`config.mk`:
```
export PLATFORM = sky130hd
export DESIGN_NAME = multi_alarm_timekeeper
export DESIGN_NICKNAME = d
export VERILOG_FILES = /design/src/rtl/multi_alarm_timekeeper.sv
export SDC_FILE = /design/constraint.sdc
export NUM_CORES = 1
export LEC_CHECK = 0
export BUFFER_PORTS_ARGS = -buffer_cell sky130_fd_sc_hd__buf_4
export CORE_MARGIN = 10
export CORE_UTILIZATION = 55
export CTS_CLUSTER_SIZE = 12
export DETAILED_ROUTE_END_ITERATION = 10
export HOLD_SLACK_MARGIN = 0.1
export PLACE_DENSITY = 0.85
export SKIP_LAST_GASP = 1
export SYNTH_ARGS = -nofsm -noshare
export SYNTH_HDL_FRONTEND = slang
export SYNTH_SLANG_ARGS = --single-unit
```
`constraint.sdc`:
```
create_clock -name clk -period 3.95 [get_ports clk]
set_input_delay 0.395 -clock clk [delete_from_list [all_inputs] [get_ports clk]]
set_output_delay 0.395 -clock clk [all_outputs]
set_load 0.005 [all_outputs]
```
`src/rtl/multi_alarm_timekeeper.sv`:
```
// 24-hour timekeeper with a second-tick divider, ALARM_NUM ring/snooze alarm channels
// and a 12/24-hour display hour. The OR of ringing channels drives the buzzer enable.
module multi_alarm_timekeeper #(
    parameter int unsigned CLK_FREQ   = 50000000,
    parameter int unsigned ALARM_NUM  = 4,
    parameter int unsigned RING_SEC   = 60,
    parameter int unsigned SNOOZE_MIN = 5,
    localparam int unsigned SELW      = $clog2(ALARM_NUM)
) (
    input  logic                 clk,
    input  logic                 rst_n,
    input  logic                 i_time_wr,
    input  logic [4:0]           i_hour,
    input  logic [5:0]           i_min,
    input  logic [5:0]           i_sec,
    input  logic                 i_alm_wr,
    input  logic [SELW-1:0]      i_alm_sel,
    input  logic [4:0]           i_alm_hour,
    input  logic [5:0]           i_alm_min,
    input  logic                 i_alm_en,
    input  logic                 i_snooze,
    input  logic                 i_stop,
    input  logic                 i_mode_12h,
    output logic [4:0]           o_hour,
    output logic [5:0]           o_min,
    output logic [5:0]           o_sec,
    output logic [4:0]           o_disp_hour,
    output logic                 o_pm,
    output logic                 o_tick,
    output logic                 o_day_wrap,
    output logic [ALARM_NUM-1:0] o_alarm_vec,
    output logic                 o_alarm,
    output logic                 o_wr_err
);

    localparam int unsigned DIVW    = $clog2(CLK_FREQ);
    localparam int unsigned SNZ_SEC = SNOOZE_MIN * 60;
    localparam int unsigned CNT_MAX = (RING_SEC > SNZ_SEC) ? RING_SEC : SNZ_SEC;
    localparam int unsigned CNTW    = $clog2(CNT_MAX + 1);

    typedef enum logic [1:0] {
        ST_IDLE   = 2'd0,
        ST_RING   = 2'd1,
        ST_SNOOZE = 2'd2
    } ch_state_e;

    logic [DIVW-1:0]      r_div;
    logic [4:0]           r_hour;
    logic [5:0]           r_min;
    logic [5:0]           r_sec;
    logic                 r_tick;
    logic                 r_day_wrap;
    logic                 r_wr_err;
    logic [4:0]           r_alm_hour [ALARM_NUM];
    logic [5:0]           r_alm_min  [ALARM_NUM];
    logic [ALARM_NUM-1:0] r_alm_en;
    ch_state_e            r_state    [ALARM_NUM];
    logic [CNTW-1:0]      r_cnt      [ALARM_NUM];
    logic [ALARM_NUM-1:0] r_alarm_vec;
    logic                 r_alarm;

    logic                 w_time_ok;
    logic                 w_time_load;
    logic                 w_alm_ok;
    logic                 w_alm_load;
    logic [ALARM_NUM-1:0] w_sel_hit;
    logic                 w_term;
    logic                 w_adv;
    logic [4:0]           w_hour_nxt;
    logic [5:0]           w_min_nxt;
    logic [5:0]           w_sec_nxt;
    logic                 w_wrap;
    logic [ALARM_NUM-1:0] w_match;
    logic [ALARM_NUM-1:0] w_dis;
    ch_state_e            w_state_nxt [ALARM_NUM];
    logic [CNTW-1:0]      w_cnt_nxt   [ALARM_NUM];
    logic [ALARM_NUM-1:0] w_vec_nxt;
    logic [4:0]           w_disp_hour;

    // Decoded select avoids a width-dependent range compare on i_alm_sel
    always_comb begin
        for (int i = 0; i < ALARM_NUM; i++) begin
            w_sel_hit[i] = (i_alm_sel == SELW'(i));
        end
    end

    assign w_time_ok   = (i_hour < 5'd24) && (i_min < 6'd60) && (i_sec < 6'd60);
    assign w_time_load = i_time_wr && w_time_ok;
    assign w_alm_ok    = (i_alm_hour < 5'd24) && (i_alm_min < 6'd60) && (|w_sel_hit);
    assign w_alm_load  = i_alm_wr && w_alm_ok;
    assign w_term      = (r_div == DIVW'(CLK_FREQ - 1));
    assign w_adv       = w_term && !w_time_load;

    // Time one second later, with carry chain and day wrap flag
    always_comb begin
        w_sec_nxt  = r_sec + 6'd1;
        w_min_nxt  = r_min;
        w_hour_nxt = r_hour;
        w_wrap     = 1'b0;
        if (r_sec == 6'd59) begin
            w_sec_nxt = 6'd0;
            w_min_nxt = r_min + 6'd1;
            if (r_min == 6'd59) begin
                w_min_nxt  = 6'd0;
                w_hour_nxt = r_hour + 5'd1;
                if (r_hour == 5'd23) begin
                    w_hour_nxt = 5'd0;
                    w_wrap     = 1'b1;
                end
            end
        end
    end

    always_ff @(posedge clk or negedge rst_n) begin
        if (!rst_n) begin
            r_div      <= '0;
            r_hour     <= '0;
            r_min      <= '0;
            r_sec      <= '0;
            r_tick     <= 1'b0;
            r_day_wrap <= 1'b0;
            r_wr_err   <= 1'b0;
        end else begin
            r_tick     <= w_adv;
            r_day_wrap <= w_adv && w_wrap;
            r_wr_err   <= (i_time_wr && !w_time_ok) || (i_alm_wr && !w_alm_ok);
            if (w_time_load) begin
                r_div  <= '0;
                r_hour <= i_hour;
                r_min  <= i_min;
                r_sec  <= i_sec;
            end else if (w_term) begin
                r_div  <= '0;
                r_hour <= w_hour_nxt;
                r_min  <= w_min_nxt;
                r_sec  <= w_sec_nxt;
            end else begin
                r_div <= r_div + DIVW'(1);
            end
        end
    end

    always_ff @(posedge clk or negedge rst_n) begin
        if (!rst_n) begin
            r_alm_en <= '0;
            for (int i = 0; i < ALARM_NUM; i++) begin
                r_alm_hour[i] <= '0;
                r_alm_min[i]  <= '0;
            end
        end else if (w_alm_load) begin
            for (int i = 0; i < ALARM_NUM; i++) begin
                if (w_sel_hit[i]) begin
                    r_alm_hour[i] <= i_alm_hour;
                    r_alm_min[i]  <= i_alm_min;
                    r_alm_en[i]   <= i_alm_en;
                end
            end
        end
    end

    // Match only on a tick advance, against the time being loaded; uses pre-write alarm settings
    always_comb begin
        for (int i = 0; i < ALARM_NUM; i++) begin
            w_match[i] = w_adv && (w_sec_nxt == 6'd0) && (w_hour_nxt == r_alm_hour[i])
                         && (w_min_nxt == r_alm_min[i]) && r_alm_en[i];
            w_dis[i]   = w_alm_load && w_sel_hit[i] && !i_alm_en;
        end
    end

    always_ff @(posedge clk or negedge rst_n) begin
        if (!rst_n) begin
            r_alarm_vec <= '0;
            r_alarm     <= 1'b0;
            for (int i = 0; i < ALARM_NUM; i++) begin
                r_state[i] <= ST_IDLE;
                r_cnt[i]   <= '0;
            end
        end else begin
            r_alarm_vec <= w_vec_nxt;
            r_alarm     <= |w_vec_nxt;
            for (int i = 0; i < ALARM_NUM; i++) begin
                r_state[i] <= w_state_nxt[i];
                r_cnt[i]   <= w_cnt_nxt[i];
            end
        end
    end

    // Priority: disable write > stop > snooze > match > expiry
    always_comb begin
        for (int i = 0; i < ALARM_NUM; i++) begin
            w_state_nxt[i] = r_state[i];
            if (w_dis[i]) begin
                w_state_nxt[i] = ST_IDLE;
            end else begin
                case (r_state[i])
                    ST_IDLE: begin
                        if (w_match[i]) w_state_nxt[i] = ST_RING;
                    end
                    ST_RING: begin
                        if (i_stop)                                w_state_nxt[i] = ST_IDLE;
                        else if (i_snooze)                         w_state_nxt[i] = ST_SNOOZE;
                        else if (w_match[i])                       w_state_nxt[i] = ST_RING;
                        else if (w_adv && r_cnt[i] <= CNTW'(1))    w_state_nxt[i] = ST_IDLE;
                    end
                    ST_SNOOZE: begin
                        if (i_stop)                                w_state_nxt[i] = ST_IDLE;
                        else if (w_match[i])                       w_state_nxt[i] = ST_RING;
                        else if (w_adv && r_cnt[i] <= CNTW'(1))    w_state_nxt[i] = ST_RING;
                    end
                    default: w_state_nxt[i] = ST_IDLE;
                endcase
            end
        end
    end

    // Counter reload on state entry or re-match, else count down per tick
    always_comb begin
        for (int i = 0; i < ALARM_NUM; i++) begin
            w_cnt_nxt[i] = r_cnt[i];
            w_vec_nxt[i] = (w_state_nxt[i] == ST_RING);
            if (w_state_nxt[i] == ST_IDLE) begin
                w_cnt_nxt[i] = '0;
            end else if (w_state_nxt[i] == ST_RING && (w_match[i] || r_state[i] != ST_RING)) begin
                w_cnt_nxt[i] = CNTW'(RING_SEC);
            end else if (w_state_nxt[i] == ST_SNOOZE && r_state[i] != ST_SNOOZE) begin
                w_cnt_nxt[i] = CNTW'(SNZ_SEC);
            end else if (w_adv) begin
                w_cnt_nxt[i] = r_cnt[i] - CNTW'(1);
            end
        end
    end

    always_comb begin
        w_disp_hour = r_hour;
        if (i_mode_12h) begin
            if (r_hour == 5'd0)       w_disp_hour = 5'd12;
            else if (r_hour > 5'd12)  w_disp_hour = r_hour - 5'd12;
        end
    end

    assign o_hour      = r_hour;
    assign o_min       = r_min;
    assign o_sec       = r_sec;
    assign o_disp_hour = w_disp_hour;
    assign o_pm        = i_mode_12h && (r_hour >= 5'd12);
    assign o_tick      = r_tick;
    assign o_day_wrap  = r_day_wrap;
    assign o_alarm_vec = r_alarm_vec;
    assign o_alarm     = r_alarm;
    assign o_wr_err    = r_wr_err;

endmodule

```
======== Word-level counts from Yosys, hierarchy flattened ========
Cells that the tools add are included.
storage, ports and cells
  register bits ........................... 143
  input bits .............................. 38
  output and inout bits ................... 31
  word-level logic and storage cells ...... 239
operators by class
  add/subtract/negate cells ............... 9
  $lt $le $gt $ge ......................... 11
  eq/ne operators ......................... 39
  muxes and demuxes ....................... 76
  reductions and logical operators ........ 75
operators by type and width
  operator                 count
  $mux W9                  16
  $mux W2                  36
  $mux W26                 2
  $logic_and A1 B1 Y1      44
  $mux W6                  7
  $mux W5                  8
  $le A9 B1 Y1 const B     4
  $sub A9 B1 Y9 const B    4
  $add A26 B1 Y26 const B  1
  $eq A26 B26 Y1 const B   1
  $eq A6 B6 Y1             4
  $pmux W2 S3              4
  $eq A2 B2 Y1 const B     10
  $eq A5 B5 Y1             4
  $eq A2 B1 Y1 const B     9
  $logic_not A2 Y1         9
  $lt A6 B6 Y1 const B     3
  $reduce_bool A4 Y1       4
  $add A6 B1 Y6 const B    2
  $eq A6 B6 Y1 const B     2
  $lt A5 B5 Y1 const B     2
  $ne A2 B1 Y1 const B     4
  $ne A2 B2 Y1 const B     4
  $reduce_and A2 Y1        4
  12 further kinds         22

======== Depth between registers and ports, before layout ========
Gate-level depths: netlist of the first run.
  depth in word-level cells ............... 20
  depth in mapped cells ................... 14
  mapped depth without buffers ............ 12

======== Worst setup path after synthesis of the first run ========
No wires, ideal clock.
  path kind ............................... register to register
  start ................................... register r_sec[0] (netlist: o_sec[0])
  end ..................................... register r_cnt[19] in the netlist's numbering
  library setup time ...................... 0.107 ns
  arrival time ............................ 3.069 ns
  required time ........................... 3.843 ns
  slack ................................... 0.774 ns
  stages on the path, launching flop included .. 13
  path buffers ............................ 1
  period minus slack after synthesis ...... 3.176 ns
  cells stage by stage .................... dfrtp_1 ha_1 buf_4 nand4b_4 nor3_4 mux2i_1 xnor2_1 nand3_1 nor3_2 nand4_2 a211oi_4 a21oi_2 a2111oi_4
RTL lines
  item                            RTL line  text
  start: declaration              50        logic [5:0] r_sec;
  start signal: assignment        131       r_sec <= i_sec;
  start signal: assignment        136       r_sec <= w_sec_nxt;
  end signal: indexed assignment  183       r_cnt[i] <= w_cnt_nxt[i];
  end: declaration                58        logic [CNTW-1:0] r_cnt [ALARM_NUM];

==> flow_summary.toml, run 1 <==
[run_status]
status = "finished clean"

[place]
dp_hpwl_um = 14900
pre_cts_ws_ns = 0.348
dpl_cell_area_um2 = 9140
place_congestion = 0.888
portBuffers = 68

[sta]
timing.setup.tns_ns = 0
hold_viol = 0
fin_crit_sh = 0.941
rsz0062_at_grt = "false"
fin_ws_ns = 0.232
finalCriticalPeriod_ns = 3.72
relSlewSlack = 0.354
finClkSkew_ns = 0.00810
max_slew.worst_pin.slew_ns = 0.968
slew_violations = 0
setup_viol = 0
timing.fmax_mhz = 269

[synthesis]
synthTopCellsByArea = "dfrtp_1 (43%), mux2_2 (6.6%), xor2_1 (4.9%)"
synthDominantCellAreaShare = 0.426
synth_nets = 925
syn_avg_cell_area_um2 = 9.67
synth_top_cell_by_area = "dfrtp_1"
yosys_register_bits = 143
ys_seq_area_frac = 0.426
yosysMostFrequentCell = "dfrtp_1"
synth_common_cells = "dfrtp_1 (143), nand2_1 (82), nor2_1 (81), mux2_2 (49), xor2_1 (47)"
synth_edf_count = 0
synth_cells = 870
synthFlopType = "dfrtp_1"
synthArstFlopShare = 1.00
ys_types = 86
netlist_area_um2 = 8410
yosys_warnings = 0

[setup_path]
r2r_end = "r_cnt[28]$_DFFE_PN0P_"
cp_data_required_time_ns = 4.30
cp_cell_sequence = "ha_1, nand4b_4, nor3_4, mux2i_1, buf_4, xor2_1, nor3_1, nand4_1, o21ai_2, a41o_1, nand2_1, a211oi_2"
cp_data_arrival_time_ns = 4.07
critPathLaunchType = "register"
reg2reg_from = "o_sec[0]$_DFFE_PN0P_"
critPathSlowestCell = "dfrtp_1"
max_stage_delay_ns = 0.44
r2r_cells = 12
crit_fanout = 10
r2r_setup_slack_ns = 0.23
setup.worst_path.end_class = "register"
critPathKind = "reg2reg"

[cts]
tritoncts = "built"
postCtsResizedCells = 0
insertion_delay_ns = 0.43
cts_max_level = 4
cts_buffer_depth = 2
numCtsBuffers = 17
root_buffer = "clkbuf_16"
cts_num_sinks = 143
path_clk_slew_ns = 0.06
hold_buffers = 0
cts_setup_buffers = 0

[detailed_routing]
dr.pass1.iters = 5
drc = 0
postRouteAntennaNets = 0
via_count = 6969
via_per_inst = 6.10
wirelength_um = 20800
wl_per_cell_um = 18.3
drt_iter0_markers = 610

[global_routing]
grt_overflow = 0
grt_pass1_wl_um = 35000
antenna_found_initial = 0
grt_pass1_vias = 6926
grt_start_max_net_pins = 108
grt_usage = 0.211

[run]
max_cap_viol_count = 0

[power_and_ir_drop]
ir_worst_vdd_mv = 0.371
p_per_area_nw_per_um2 = 435
p_leak_nw = 4.24

[finish]
antennaDiodeCount = 0
drive_gt1_frac = 0.210
final_area_um2 = 9780
nets = 996
fillers = 1189
area_growth_syn_to_layout_pct = 16.3

[floorplanning]
rows = 45
die_area_um2 = 20600
die_h_um = 144
die_x_um = 144
ioPinCount = 69
core_area_um2 = 15100
start_util = 0.557

[min_path]
hold_class = "in2async"
## critical path: cells and delay by family (launching register included)
family,cells,cell delay [ns]
XOR/XNOR,1,0.07
AND/OR/NAND/NOR,5,1.32
flip-flops,1,0.44
adder cells (fa/ha/maj),1,0.38
AO/OA/AOI/OAI,3,0.78
multiplexers,1,0.41
buffers and inverters,1,0.23
## how the worst max path moves through the flow
| stage | end | depth (start not counted) | startpoint |
|---|---|---|---|
| 6_report | r_cnt[28]$_DFFE_PN0P_ | 12 | o_sec[0]$_DFFE_PN0P_ |
| 3_3_place_gp | r_cnt[19]$_DFFE_PN0P_ | 11 | o_sec[0]$_DFFE_PN0P_ |
| 3_5_place_dp | r_cnt[19]$_DFFE_PN0P_ | 11 | o_sec[0]$_DFFE_PN0P_ |
| 5_1_grt | r_cnt[28]$_DFFE_PN0P_ | 11 | o_sec[0]$_DFFE_PN0P_ |
| 2_1_floorplan | r_cnt[19]$_DFFE_PN0P_ | 12 | o_sec[0]$_DFFE_PN0P_ |
| 4_1_cts | r_cnt[28]$_DFFE_PN0P_ | 11 | o_sec[0]$_DFFE_PN0P_ |
## final cells by class
cell class,count,area [µm²],area share
sequential,143,3580,0.366
clock buffer,19,453,0.0463
multi-input combinational,668,4580,0.469
clock inverter,13,188,0.0192
tap,188,235,0.0241
timing repair buffer,85,642,0.0657
inverter,26,97.6,0.00998
## registers in the layout, indices dropped and copies added (netlist names), 5 cells and up
signal / flops
r_state: 8
r_cnt: 36
o_min: 6
r_div: 26
r_alm_min: 24
r_alm_hour: 20
o_hour: 5
o_sec: 6
## cell usage in the layout (no fill, tap or decap), types with 21 or more instances in the layout
cell type  count
nand3_1       32
nand2_1       82
mux2_2        49
dfrtp_1      143
xor2_1        47
nor3_1        30
o21ai_0       38
nor2_1        81
a21oi_1       26
inv_1         24
xnor2_1       43
nor4_1        21
buf_4         84
## through the flow
step	std cells	hold WS (ns)	utilization	total power [mW]
floorplan	870	0.0994	-	2.26
global route	1142	0.165	0.648	4.43
CTS	1142	0.137	0.648	4.26
global placement	1110	0.485	0.605	2.51
finish	1142	0.102	0.648	4.25
detailed placement	1110	0.499	0.605	2.53
## metal layers
layer	wire, µm	global-route usage
met5	0	0
met2	10300	0.351
met3	1020	0.0472
met4	483	0.0763
met1	9010	0.264
## power breakdown
| group | switching, mW | leakage (nW) | internal [mW] |
|---|---|---|---|
| clock | 0.638 | 0.293 | 1.09 |
| sequential | 0.169 | 1.86 | 1.61 |
| combinational | 0.375 | 2.08 | 0.366 |
## cells by family after synthesis
group / count (synthesis) / synth area share
AND/OR/NAND/NOR: 350 / 0.220
XOR/XNOR: 90 / 0.0937
buffers and inverters: 59 / 0.0301
AO/OA/AOI/OAI: 154 / 0.128
flip-flops: 143 / 0.426
adder cells (fa/ha/maj): 17 / 0.0253
multiplexers: 57 / 0.0771
Power figures use the tool's default switching activity.
==> run 2, diff against run 1 <==
CORE_UTILIZATION = 50   (was 55)
HOLD_SLACK_MARGIN = 0.15   (was 0.1)
PLACE_DENSITY = 0.8   (was 0.85)
SLEW_MARGIN = 20   (was not set)
==> flow_summary.toml, run 2 (synthesis results as in run 1) <==
[run_status]
status = "finished clean"

[global_routing]
grt_start_max_net_pins = 104
antenna_found_initial = 0
grt_usage = 0.184
grt_overflow = 0
grt_pass1_vias = 6621
grt_pass1_wl_um = 33600

[setup_path]
critPathSlowestCell = "a211oi_4"
path_buf_inv = 0
critPathLaunchType = "register"
cp_data_required_time_ns = 4.27
cp_data_arrival_time_ns = 3.97
cp_top_family = "simple AND/OR/NAND/NOR gates"
critPathKind = "reg2reg"
cp_cell_sequence = "ha_1, and4b_2, and4_4, mux2i_4, xor2_1, nand3_1, nor3_2, nand4_2, a211oi_4, a21oi_2, a2111oi_4"
crit_fanout = 13
setup.worst_path.end_class = "register"
max_stage_delay_ns = 0.46

[min_path]
hold_class = "in2reg"

[cts]
cts_setup_buffers = 0
cts_num_sinks = 143
cts_max_level = 4
tritoncts = "built"
insertion_delay_ns = 0.43
numCtsBuffers = 17
path_clk_slew_ns = 0.06
cts_buffer_depth = 2
root_buffer = "clkbuf_16"

[floorplanning]
die_x_um = 150
die_area_um2 = 22400
die_h_um = 150
ioPinCount = 69
core_area_um2 = 16500
start_util = 0.509
rows = 47

[sta]
hold_viol = 0
timing.fmax_mhz = 274
slew_violations = 0
finalCriticalPeriod_ns = 3.64
fin_crit_sh = 0.923
timing.hold.ws_ns = 0.166
timing.setup.tns_ns = 0
setup_viol = 0
max_slew.worst_pin.slew_ns = 0.918
finClkSkew_ns = 0.0110
relSlewSlack = 0.388
rsz0062_at_grt = "false"

[detailed_routing]
wirelength_um = 20500
via_count = 6861
drc = 0
via_per_inst = 5.85
drt_iter0_markers = 493
dr.pass1.iters = 5
wl_per_cell_um = 17.4
postRouteAntennaNets = 0

[finish]
final_util = 0.593
area_growth_syn_to_layout_pct = 16.5
antennaDiodeCount = 0
top_regs = "r_cnt x36, r_div x26, r_alm_min x24"
largest_reg_flops = 36
final_common_cell = "dfrtp_1"
final_cell_mix = "dfrtp_1 (143), nand2_1 (82), buf_4 (82), nor2_1 (81), mux2_2 (49)"
nets = 995
final_cells = 1173
regMostFlops = "r_cnt"
drive_gt1_frac = 0.208

[place]
dp_hpwl_um = 14900
dp_cells = 1140
place_congestion = 0.916
portBuffers = 68

[run]
max_cap_viol_count = 0

[power_and_ir_drop]
ir_worst_vdd_mv = 0.434
p_per_area_nw_per_um2 = 432
p_leak_nw = 4.25
finalPower_mw = 4.23
==> run 2: changes by cell type in the layout (fill, tap and decap cells not counted) <==
cell / change
buf_4: -2
clkbuf_8: -1
dlygate4sd3_1: +1
clkinv_2: +4
inv_6: +2
clkinvlp_4: -5
==> run 2: layout make-up <==
class	instances	area [µm²]
clock buffer	18	439
clock inverter	14	188
fill	1374	6730
inverter	26	97.6
multi-input combinational	668	4580
sequential	143	3580
tap	220	275
timing repair buffer	84	637
==> run 2: routing by layer <==
metal  GRT usage  vias up  routed length [µm]
li1            -     3289                   -
met5           0        -                   0
met1       0.240     3353                9300
met4      0.0724        0                 490
met2       0.293      185                9710
met3      0.0405       34                 965
==> run 2: timing repair <==
action,4_1_cts,5_1_grt
endpoints found under the hold margin,78,0
hold buffers,1,0
endpoints found under the setup margin,0,0
resized for setup,0,0
==> run 2: worst reg2reg max path, stage by stage (launching register included) <==
cell,delay [ns]
dfrtp_1,0.45
ha_1,0.38
and4b_2,0.45
and4_4,0.31
mux2i_4,0.32
xor2_1,0.20
nand3_1,0.11
nor3_2,0.20
nand4_2,0.19
a211oi_4,0.46
a21oi_2,0.18
a2111oi_4,0.28
==> run 2: stage by stage <==
stage	worst slack, ns	area [µm²]
after floorplan	0.774	8410
after global placement	0.499	9160
after detailed placement	0.380	9160
after CTS	0.342	9800
after global routing	0.00144	9800
final	0.305	9800
==> run 2: power breakdown <==
part | switching [mW] | internal [mW] | total, mW
Sequential | 0.172 | 1.61 | 1.79
Clock | 0.645 | 1.07 | 1.72
Combinational | 0.364 | 0.365 | 0.729
Total | 1.18 | 3.05 | 4.23
==> run 2: final timing paths <==
path / slack (ns) / startpoint / cells after the start / to
min in group asynchronous: 0.64 / rst_n / 2 / o_min[2]$_DFFE_PN0P_
worst max register to register: 0.31 / o_sec[0]$_DFFE_PN0P_ / 11 / r_cnt[19]$_DFFE_PN0P_
worst min-delay path: 0.17 / i_min[0] / 3 / o_min[0]$_DFFE_PN0P_
worst min register to register: 0.51 / r_alm_en[3]$_DFFE_PN0P_ / 1 / r_alm_en[3]$_DFFE_PN0P_
worst max-delay path: 0.31 / o_sec[0]$_DFFE_PN0P_ / 11 / r_cnt[19]$_DFFE_PN0P_
max in group asynchronous: 2.44 / rst_n / 3 / o_tick$_DFF_PN0_
==> run 3, diff against run 2 <==
CORE_ASPECT_RATIO = 2   (was not set)
clock period = 4.2 ns   (was 3.95 ns; I/O delays follow)
==> flow_summary.toml, run 3 (synthesis results as in run 1) <==
[finish]
final_util = 0.586
area_growth_syn_to_layout_pct = 16.2
drive_gt1_frac = 0.204
final_common_cell = "dfrtp_1"
seq_area_um2 = 3580
top_regs = "r_cnt x36, r_div x26, r_alm_min x24"
nets = 992
multiInputGateArea_um2 = 4580
largest_reg_flops = 36
final_cell_mix = "dfrtp_1 (143), nand2_1 (82), nor2_1 (81), buf_4 (79), mux2_2 (49)"
antennaDiodeCount = 0
fillers = 1348
final_area_um2 = 9770
regMostFlops = "r_cnt"

[setup_path]
reg2reg_from = "o_sec[0]$_DFFE_PN0P_"
critPathLaunch = "o_sec[0]$_DFFE_PN0P_"
cp_data_arrival_time_ns = 4.20
critPathKind = "reg2reg"
cp_data_required_time_ns = 4.54
cp_cell_sequence = "ha_1, nand4b_4, nor3_4, mux2i_1, xnor2_1, nor4_1, nand3b_1, o21ai_2, a41o_1, nand2_1, a211oi_2"
r2r_end = "r_cnt[28]$_DFFE_PN0P_"
critPathSlowestCell = "mux2i_1"
setup.worst_path.end_class = "register"
path_buf_inv = 0
cp_top_family = "simple AND/OR/NAND/NOR gates"
r2r_cells = 11
max_stage_delay_ns = 0.64
critPathLaunchType = "register"
crit_fanout = 10
r2r_setup_slack_ns = 0.34

[place]
pre_cts_ws_ns = 0.414
place_congestion = 0.930
dp_hpwl_um = 16500
portBuffers = 68
dpl_cell_area_um2 = 9120

[cts]
cts_num_sinks = 143
root_buffer = "clkbuf_16"
insertion_delay_ns = 0.43
cts_buffer_depth = 2
tritoncts = "built"
path_clk_slew_ns = 0.06
numCtsBuffers = 17
postCtsResizedCells = 0
cts_max_level = 4

[sta]
setup_viol = 0
fin_crit_sh = 0.919
relSlewSlack = 0.357
max_slew.worst_pin.slew_ns = 0.957
fin_ws_ns = 0.339
rsz0062_at_grt = "false"
finalCriticalPeriod_ns = 3.86
slew_violations = 0
timing.fmax_mhz = 259
hold_viol = 0
timing.setup.tns_ns = 0
finClkSkew_ns = 0.0103

[min_path]
hp-start = "i_hour[0]"
hold_depth = 3
hold_class = "in2reg"
min_to = "o_hour[0]$_DFFE_PN0P_"

[floorplanning]
rows = 67
start_util = 0.504
die_h_um = 203
ioPinCount = 69
core_area_um2 = 16700
die_area_um2 = 22700
die_x_um = 112

[detailed_routing]
route.met3.wl_um = 995
drt_iter0_markers = 459
wl_per_cell_um = 19.8
via_count = 7053
drc = 0
via_per_inst = 6.10
dr.pass1.iters = 5
wl_met1_um = 8340
wirelength_um = 22800
met2_length_um = 12400
postRouteAntennaNets = 0
highest_layer = "met4"

[global_routing]
antenna_found_initial = 0
grt_start_max_net_pins = 76
grt_overflow = 0
grt_usage = 0.201
grt_pass1_vias = 7377
grt_pass1_wl_um = 37500

[run_status]
status = "finished clean"

[power_and_ir_drop]
p_leak_nw = 4.24
p_per_area_nw_per_um2 = 412
ir_worst_vdd_mv = 0.334

[run]
max_cap_viol_count = 0
run 3: changes by cell type in the layout (fill, tap and decap cells not counted), sizes merged:
| cell | delta |
|---|---|
| clkinvlp | +1 |
| inv | -2 |
| clkinv | -3 |
| clkbuf | +3 |
| buf | -3 |
run 3: what timing repair did:
item                      in CTS  in global routing
hold buffers                   1                  0
buffers inserted               0                  0
hold endpoints to repair      73                  0
run 3: routing by layer:
layer,GRT usage,vias to the layer above
li1,-,3270
met1,0.202,3475
met2,0.369,238
met3,0.0385,70
met4,0.122,0
met5,0,-
run 3: worst register-to-register path, cell delays in order, from the launching register on:
cell and delay (ns):
dfrtp_1 0.45, ha_1 0.38, nand4b_4 0.23, nor3_4 0.35, mux2i_1 0.64, xnor2_1 0.21, nor4_1 0.52, nand3b_1 0.19
o21ai_2 0.25, a41o_1 0.23, nand2_1 0.11, a211oi_2 0.22
run 3: worst max path at each step:
stage | endpoint | slack (ns) | cells after the start
CTS | r_cnt[28]$_DFFE_PN0P_ | 0.38 | 11
global route | r_cnt[28]$_DFFE_PN0P_ | 0.05 | 11
finish | r_cnt[28]$_DFFE_PN0P_ | 0.34 | 11
detailed placement | r_cnt[28]$_DFFE_PN0P_ | 0.41 | 11
global placement | r_cnt[28]$_DFFE_PN0P_ | 0.58 | 11
floorplan | r_cnt[19]$_DFFE_PN0P_ | 1.02 | 12
run 3: final cells by class:
cell class | count | area share
tap | 207 | 0.0265
multi-input combinational | 668 | 0.469
timing repair buffer | 81 | 0.0629
sequential | 143 | 0.366
clock buffer | 21 | 0.0492
clock inverter | 10 | 0.0163
inverter | 26 | 0.00999
run 3: stage by stage:
stage,hold WS [ns],std cells,total power [mW]
finish,0.192,1156,4.03
global placement,0.479,1124,2.38
CTS,0.185,1156,4.04
global route,0.215,1156,4.18
detailed placement,0.486,1124,2.40
floorplan,0.124,870,2.12
run 3: power by group:
group,total [mW],switching (mW),internal (mW)
clock network,1.64,0.584,1.05
logic,0.701,0.366,0.335
registers,1.69,0.176,1.52
total,4.03,1.13,2.91
